==> config.mk <==
export PLATFORM = sky130hd
export DESIGN_NAME = bmf_h_stream_decoder
export DESIGN_NICKNAME = d
export VERILOG_FILES = /design/src/rtl/bmf_h_stream_decoder.sv
export SDC_FILE = /design/constraint.sdc
export NUM_CORES = 1
export LEC_CHECK = 0
export CORE_MARGIN = 3
export CORE_UTILIZATION = 25
export CTS_CLUSTER_DIAMETER = 40
export CTS_CLUSTER_SIZE = 12
export DETAILED_ROUTE_END_ITERATION = 6
export HOLD_SLACK_MARGIN = 0.12
export SLEW_MARGIN = 30
export SYNTH_ARGS = -nofsm -noshare
export SYNTH_HDL_FRONTEND = slang
export SYNTH_SLANG_ARGS = --single-unit
export TNS_END_PERCENT = 100
==> constraint.sdc <==
create_clock -name clk -period 2.2 [get_ports clk]
set_clock_uncertainty 0.1 [all_clocks]
set_input_delay 0.22 -clock clk [delete_from_list [all_inputs] [get_ports clk]]
set_output_delay 0.22 -clock clk [all_outputs]
set_load 0.01 [all_outputs]
==> src/rtl/bmf_h_stream_decoder.sv <==
// rtl/bmf_h_stream_decoder.sv - programmable GF(2) basis decoder for BMF latent code streams
//
// Reconstructs M-bit partition outputs from K-bit latent codes as the XOR of
// the rows of a run-time loadable K x M basis matrix H selected by the code.
// Two registered stages: A holds the code, B holds the XOR result.
//
// Optional feature macro: BMF_H_DECODER_ERR_MON_EN (adds in_ref, err_count,
// err_bits and the per-handshake mismatch counters).
//
// Ports:
//   clk, rst                       clock, synchronous active-high reset
//   cfg_we/cfg_row/cfg_data        H row write (accepted when cfg_ready)
//   cfg_ready                      pipeline idle, a write will be accepted
//   in_valid/in_ready/in_k         latent code input handshake
//   out_valid/out_ready/out_po     reconstructed output handshake
//   in_ref, err_count, err_bits    golden reference and error counters (macro only)
module bmf_h_stream_decoder #(
    parameter int K  = 12,
    parameter int M  = 13,
    parameter int RW = 4
) (
    input  logic          clk,
    input  logic          rst,
    input  logic          cfg_we,
    input  logic [RW-1:0] cfg_row,
    input  logic [M-1:0]  cfg_data,
    output logic          cfg_ready,
    input  logic          in_valid,
    output logic          in_ready,
    input  logic [K-1:0]  in_k,
`ifdef BMF_H_DECODER_ERR_MON_EN
    input  logic [M-1:0]  in_ref,
    output logic [31:0]   err_count,
    output logic [31:0]   err_bits,
`endif
    output logic          out_valid,
    input  logic          out_ready,
    output logic [M-1:0]  out_po
);

    logic [M-1:0] h [K];

    logic         a_valid;
    logic [K-1:0] a_k;
    logic         b_valid;
    logic [M-1:0] b_po;
    logic         b_adv;
    logic         a_adv;
    logic [M-1:0] xor_po;
    logic         cfg_hit;

    // Each stage moves when it is empty or its occupant leaves this cycle.
    assign b_adv     = !b_valid || out_ready;
    assign a_adv     = !a_valid || b_adv;
    assign in_ready  = !rst && a_adv;
    assign cfg_ready = !a_valid && !b_valid && !in_valid;
    assign cfg_hit   = cfg_we && cfg_ready && (32'(cfg_row) < K);

    assign out_valid = b_valid;
    assign out_po    = b_po;

    // K-input XOR per output bit; evaluated from the stage A register only.
    always_comb begin
        xor_po = '0;
        for (int i = 0; i < K; i++) begin
            if (a_k[i]) begin
                xor_po = xor_po ^ h[i];
            end
        end
    end

    always_ff @(posedge clk) begin
        if (rst) begin
            for (int i = 0; i < K; i++) begin
                h[i] <= '0;
            end
        end else if (cfg_hit) begin
            h[cfg_row] <= cfg_data;
        end
    end

    always_ff @(posedge clk) begin
        if (rst) begin
            a_valid <= 1'b0;
            a_k     <= '0;
            b_valid <= 1'b0;
            b_po    <= '0;
        end else begin
            if (a_adv) begin
                a_valid <= in_valid;
                if (in_valid) begin
                    a_k <= in_k;
                end
            end
            if (b_adv) begin
                b_valid <= a_valid;
                if (a_valid) begin
                    b_po <= xor_po;
                end
            end
        end
    end

`ifdef BMF_H_DECODER_ERR_MON_EN
    logic [M-1:0]  a_ref;
    logic [M-1:0]  b_ref;
    logic [M-1:0]  diff;
    logic [31:0]   diff_pop;
    logic [32:0]   bits_sum;
    logic          out_hs;

    assign out_hs   = b_valid && out_ready;
    assign diff     = b_po ^ b_ref;
    assign bits_sum = {1'b0, err_bits} + {1'b0, diff_pop};

    always_comb begin
        diff_pop = '0;
        for (int i = 0; i < M; i++) begin
            diff_pop = diff_pop + 32'(diff[i]);
        end
    end

    always_ff @(posedge clk) begin
        if (rst) begin
            a_ref     <= '0;
            b_ref     <= '0;
            err_count <= '0;
            err_bits  <= '0;
        end else begin
            if (a_adv && in_valid) begin
                a_ref <= in_ref;
            end
            if (b_adv && a_valid) begin
                b_ref <= a_ref;
            end
            // Counting only on the handshake edge means a stalled word is seen once.
            if (out_hs && (diff != '0)) begin
                if (err_count != 32'hFFFF_FFFF) begin
                    err_count <= err_count + 32'd1;
                end
                err_bits <= bits_sum[32] ? 32'hFFFF_FFFF : bits_sum[31:0];
            end
        end
    end
`endif

endmodule

Word level (Yosys, flattened, before mapping)
Memory sizes are Yosys's and may differ from the RTL's.
Cells that the tools add are included.
{"block": "word_totals", "reg_bits": 27, "latch_bits": 0, "mem_bits_rw": 156, "rom_bits": 0, "wordCells": 51, "n_memories": 1}
{"block": "op_classes", "n_mux": 20, "order_cmp": 1, "eq_ne": 0, "div": 0, "shift": 0, "add_sub_neg": 0, "multipliers": 0, "bitwise": 11, "n_reduce_logical": 14}
{"memory": "h", "depth": 12, "width": 13, "rd": 12, "rd_clocked_by_memory_dff": 0, "write_ports": 12, "line_no": "41", "source": "logic [M-1:0] h [K];"}
{"operator": "$mux 13", "count": 13}
{"operator": "$xor 13x13->13", "count": 11}
{"operator": "$reduce_or 13->1", "count": 1}
{"operator": "$mux 1", "count": 6}
{"operator": "$logic_and 1x1->1", "count": 5}
{"operator": "$logic_not 1->1", "count": 4}
{"operator": "$lt 4x4->1 const B", "count": 1}
{"operator": "$mux 4", "count": 1}
{"operator": "$reduce_and 2->1", "count": 2}
{"operator": "$logic_or 1x1->1", "count": 2}

Longest topological paths before layout
Gate-level depths: netlist of run 1.
{"block": "depth", "word_depth": 23, "mapped_depth": 6, "depth_no_buf": 5}

Worst setup path after synthesis of run 1
OpenSTA, ideal clock, no wires.
{"block": "synth_path", "path_type": "flip-flop to flip-flop", "start": "reg b_valid (netlist: out_valid)", "end": "mem h[8][0] (enable)", "n_path_buf": 0, "path_slack_ns": 0.100, "path_stages_with_launch": 6, "required_ns": 1.776, "arrival_ns": 1.676, "path_cell_list": "dfxtp_1 nor3_2 nand3b_1 or3b_4 nor3_4 or2_2"}
{"item": "start, declared", "line_no": "45", "source": "logic b_valid;"}
{"item": "start signal, assigned", "line_no": "96", "source": "b_valid <= a_valid;"}
{"item": "end, declared", "line_no": "41"}

==> impl_metrics.toml, run 1 <==
[run_status]
status = "finished clean"

[floorplanning]
num_rows = 68
start_util_pct = 25.7
dieWidth_um = 196
dieArea_um2 = 38200
ios = 50
die_y_um = 196
fp.coreArea_um2 = 35000

[timing]
maxSlewViolCount = 0
setup_slack_ns = 0.0617
fmax_mhz = 468
max_slew_margin_pct = 58.3
hold_viol = 0
holdWs_ns = 0.267
setup_viol = 0
post-route-period-util_pct = 97.2
worstMarginPinSlew_ns = 0.624
period_minus_slack_ns = 2.14
setup_tns_ns = 0

[worst_hold_path]
hold_path_class = "input port to flip-flop"

[clocking]
cts_made_buffers = 17
cts_sinks = 183
cts_tree = "built"
clk_latency_ns = 0.44
path_clk_slew_ns = 0.06
htreeDepth = 4
clk_path_buf_depth = 2
clockRootBuffer = "clkbuf_16"

[yosys]
ys_ff_latch = 183
synth_nets = 809
synth_cell_types = 28
synth_area_per_cell_um2 = 11.6
syn_area_um2 = 8980
seq_area_frac_synth_pct = 58.2
syn_inst = 775
ys_warn_count = 0

[global_route]
grt_use_total_pct = 12.2
grt_pass1_vias = 5503
grt_pass1_wl_um = 34000
grt_antenna_before_repair = 1
grt-ovfl-total = 0
grt_max_degree = 41

[place]
gp_congestion = 0.816
dp_hpwl_um = 16200
port_buffers = 49
placed_area_um2 = 10500
post-place-ws_ns = -0.252
placed_cells = 1306

[routing]
vias = 5534
drtIter0Drc = 427
drc = 0
wl_per_cell_um = 17.2
routed_wl_um = 23000
viasPerCell = 4.13
ant_nets = 0
drtPass1Iterations = 5

[power_and_ir_drop]
p_seq_share_pct = 50.3
p_leak_nw = 3.93
power_frac_comb_pct = 11.9
p_per_area_nw_per_um2 = 710
intPower_mw = 6.12
sw_frac_of_total_pct = 22.5
netSwitchingPower_mw = 1.78
peakVddDrop_mv = 0.515
pwr-share-clk_pct = 37.8
p_total_mw = 7.90

[worst_setup_path]
crit_required_ns = 2.25
worst_setup_path_end_kind = "flip-flop"
crit_path_start_kind = "flip-flop"
crit_fanout = 13
worstPathArrival_ns = 2.18
crit_type = "flip-flop to flip-flop"

[layout]
utilization_pct = 31.8
syn_to_final_growth_pct = 23.8
n_fill_cell = 3501
final_cell_mix = "171 x nand2_1, 156 x edfxtp_1, 149 x and2_1, 77 x xnor2_1, 63 x buf_4"
layout_commonest_cell = "nand2_1"
nets = 906
instances_no_fill = 1340
antennaDiodeCount = 0
drive_gt1_share_pct = 15.3
design_area_um2 = 11100

[flow_run]
cap_violations = 0
==> area by class of cell <==
cell class | instances | area, um^2 | share of cell area (%)
Sequential cell | 183 | 5230 | 47.0
Multi-Input combinational cell | 546 | 3540 | 31.8
Timing Repair Buffer | 124 | 1200 | 10.8
Clock buffer | 31 | 573 | 5.15
Tap cell | 455 | 569 | 5.12
Clock inverter | 1 | 5.00 | 0.0450
==> what timing repair did <==
action	CTS	global route
setup endpoints to repair	0	92
hold buffers	0	0
hold endpoints to repair	0	0
buffers inserted	0	1
gates resized for setup	0	8
==> flip-flops by register name, summed over array words and instances (netlist names) <==
signal and count:
out_po 13, a_k 12, h 156, a_valid 1, out_valid 1
==> power groups by stage <==
stage | sequential (mW) | clock [mW] | combinational [mW]
floorplan | 4.03 | 0 | 0.486
global placement | 4.04 | 0 | 0.935
detailed placement | 4.04 | 0 | 0.938
CTS | 3.97 | 3.03 | 0.945
global route | 3.98 | 3.19 | 1.00
finish | 3.97 | 2.98 | 0.943
==> worst paths after layout <==
check                                             from                      to  slack [ns]  depth (start not counted)
worst max-delay path              a_valid$_SDFFE_PP0N_   h[8][1]$_SDFFCE_PN0P_        0.06                          6
worst min-delay path                           in_k[0]     a_k[0]$_SDFFE_PP0P_        0.27                          3
worst max register to register    a_valid$_SDFFE_PP0N_   h[8][1]$_SDFFCE_PN0P_        0.06                          6
worst min register to register  out_po[8]$_SDFFE_PP0P_  out_po[8]$_SDFFE_PP0P_        0.40                          2
==> worst max-delay path, cell delays in order, from the launching register on <==
cell and delay [ns]:
dfxtp_1 0.33, nor3_2 0.18, nand3b_1 0.26, or3b_4 0.54
nor3_4 0.15, or2_4 0.15, buf_12 0.13
==> layer usage <==
| layer | track usage [%] | vias up | wire length [um] | part of all wire [%] |
|---|---|---|---|---|
| met2 | 19.5 | 127 | 10800 | 47 |
| met3 | 2.78 | 21 | 893 | 3.9 |
| met4 | 3.80 | 0 | 411 | 1.8 |
| li1 | - | 2731 | - | - |
| met5 | 0 | - | 0 | 0 |
| met1 | 16.5 | 2655 | 11000 | 48 |
==> Yosys cell counts <==
cell	number	share of area [%]
nand2_1	171	7.1
edfxtp_1	156	52
and2_1	149	10
xnor2_1	78	7.6
xor2_1	39	3.8
dfxtp_1	27	6.0
clkbuf_1	23	0.96
nor2_1	19	0.79
a21oi_1	14	0.78
a211oi_1	13	1.1
xnor3_1	13	3.3
nand3_1	12	0.67
or2_2	12	0.84
clkbuf_2	8	0.45
and2_2	7	0.59
buf_2	6	0.33
buf_6	6	0.75
nor2_4	5	0.63
buf_4	3	0.25
nor3_4	3	0.54
nand2b_1	2	0.14
nor2b_1	2	0.14
or3b_4	2	0.25
buf_1	1	0.042
nand3b_1	1	0.084
nor2_2	1	0.070
nor3_2	1	0.11
or3_4	1	0.13
==> kinds of logic (layout without fill, tap and decap cells) <==
kind of cell,after synthesis,after routing,synth area share [%]
DFF,183,183,58.2
AOI/OAI and AO/OA,27,27,1.87
buffers and inverters,47,156,2.79
xor gates and xnor gates,130,130,14.7
and+or+nand+nor,388,389,22.5
Power figures use the tool's default switching activity.
==> inputs of run 2 (changes only) <==
HOLD_SLACK_MARGIN = default   (was 0.12)
==> results of run 2 <==
Same layout as run 1: the final DEF is identical, and so are final timing and power.
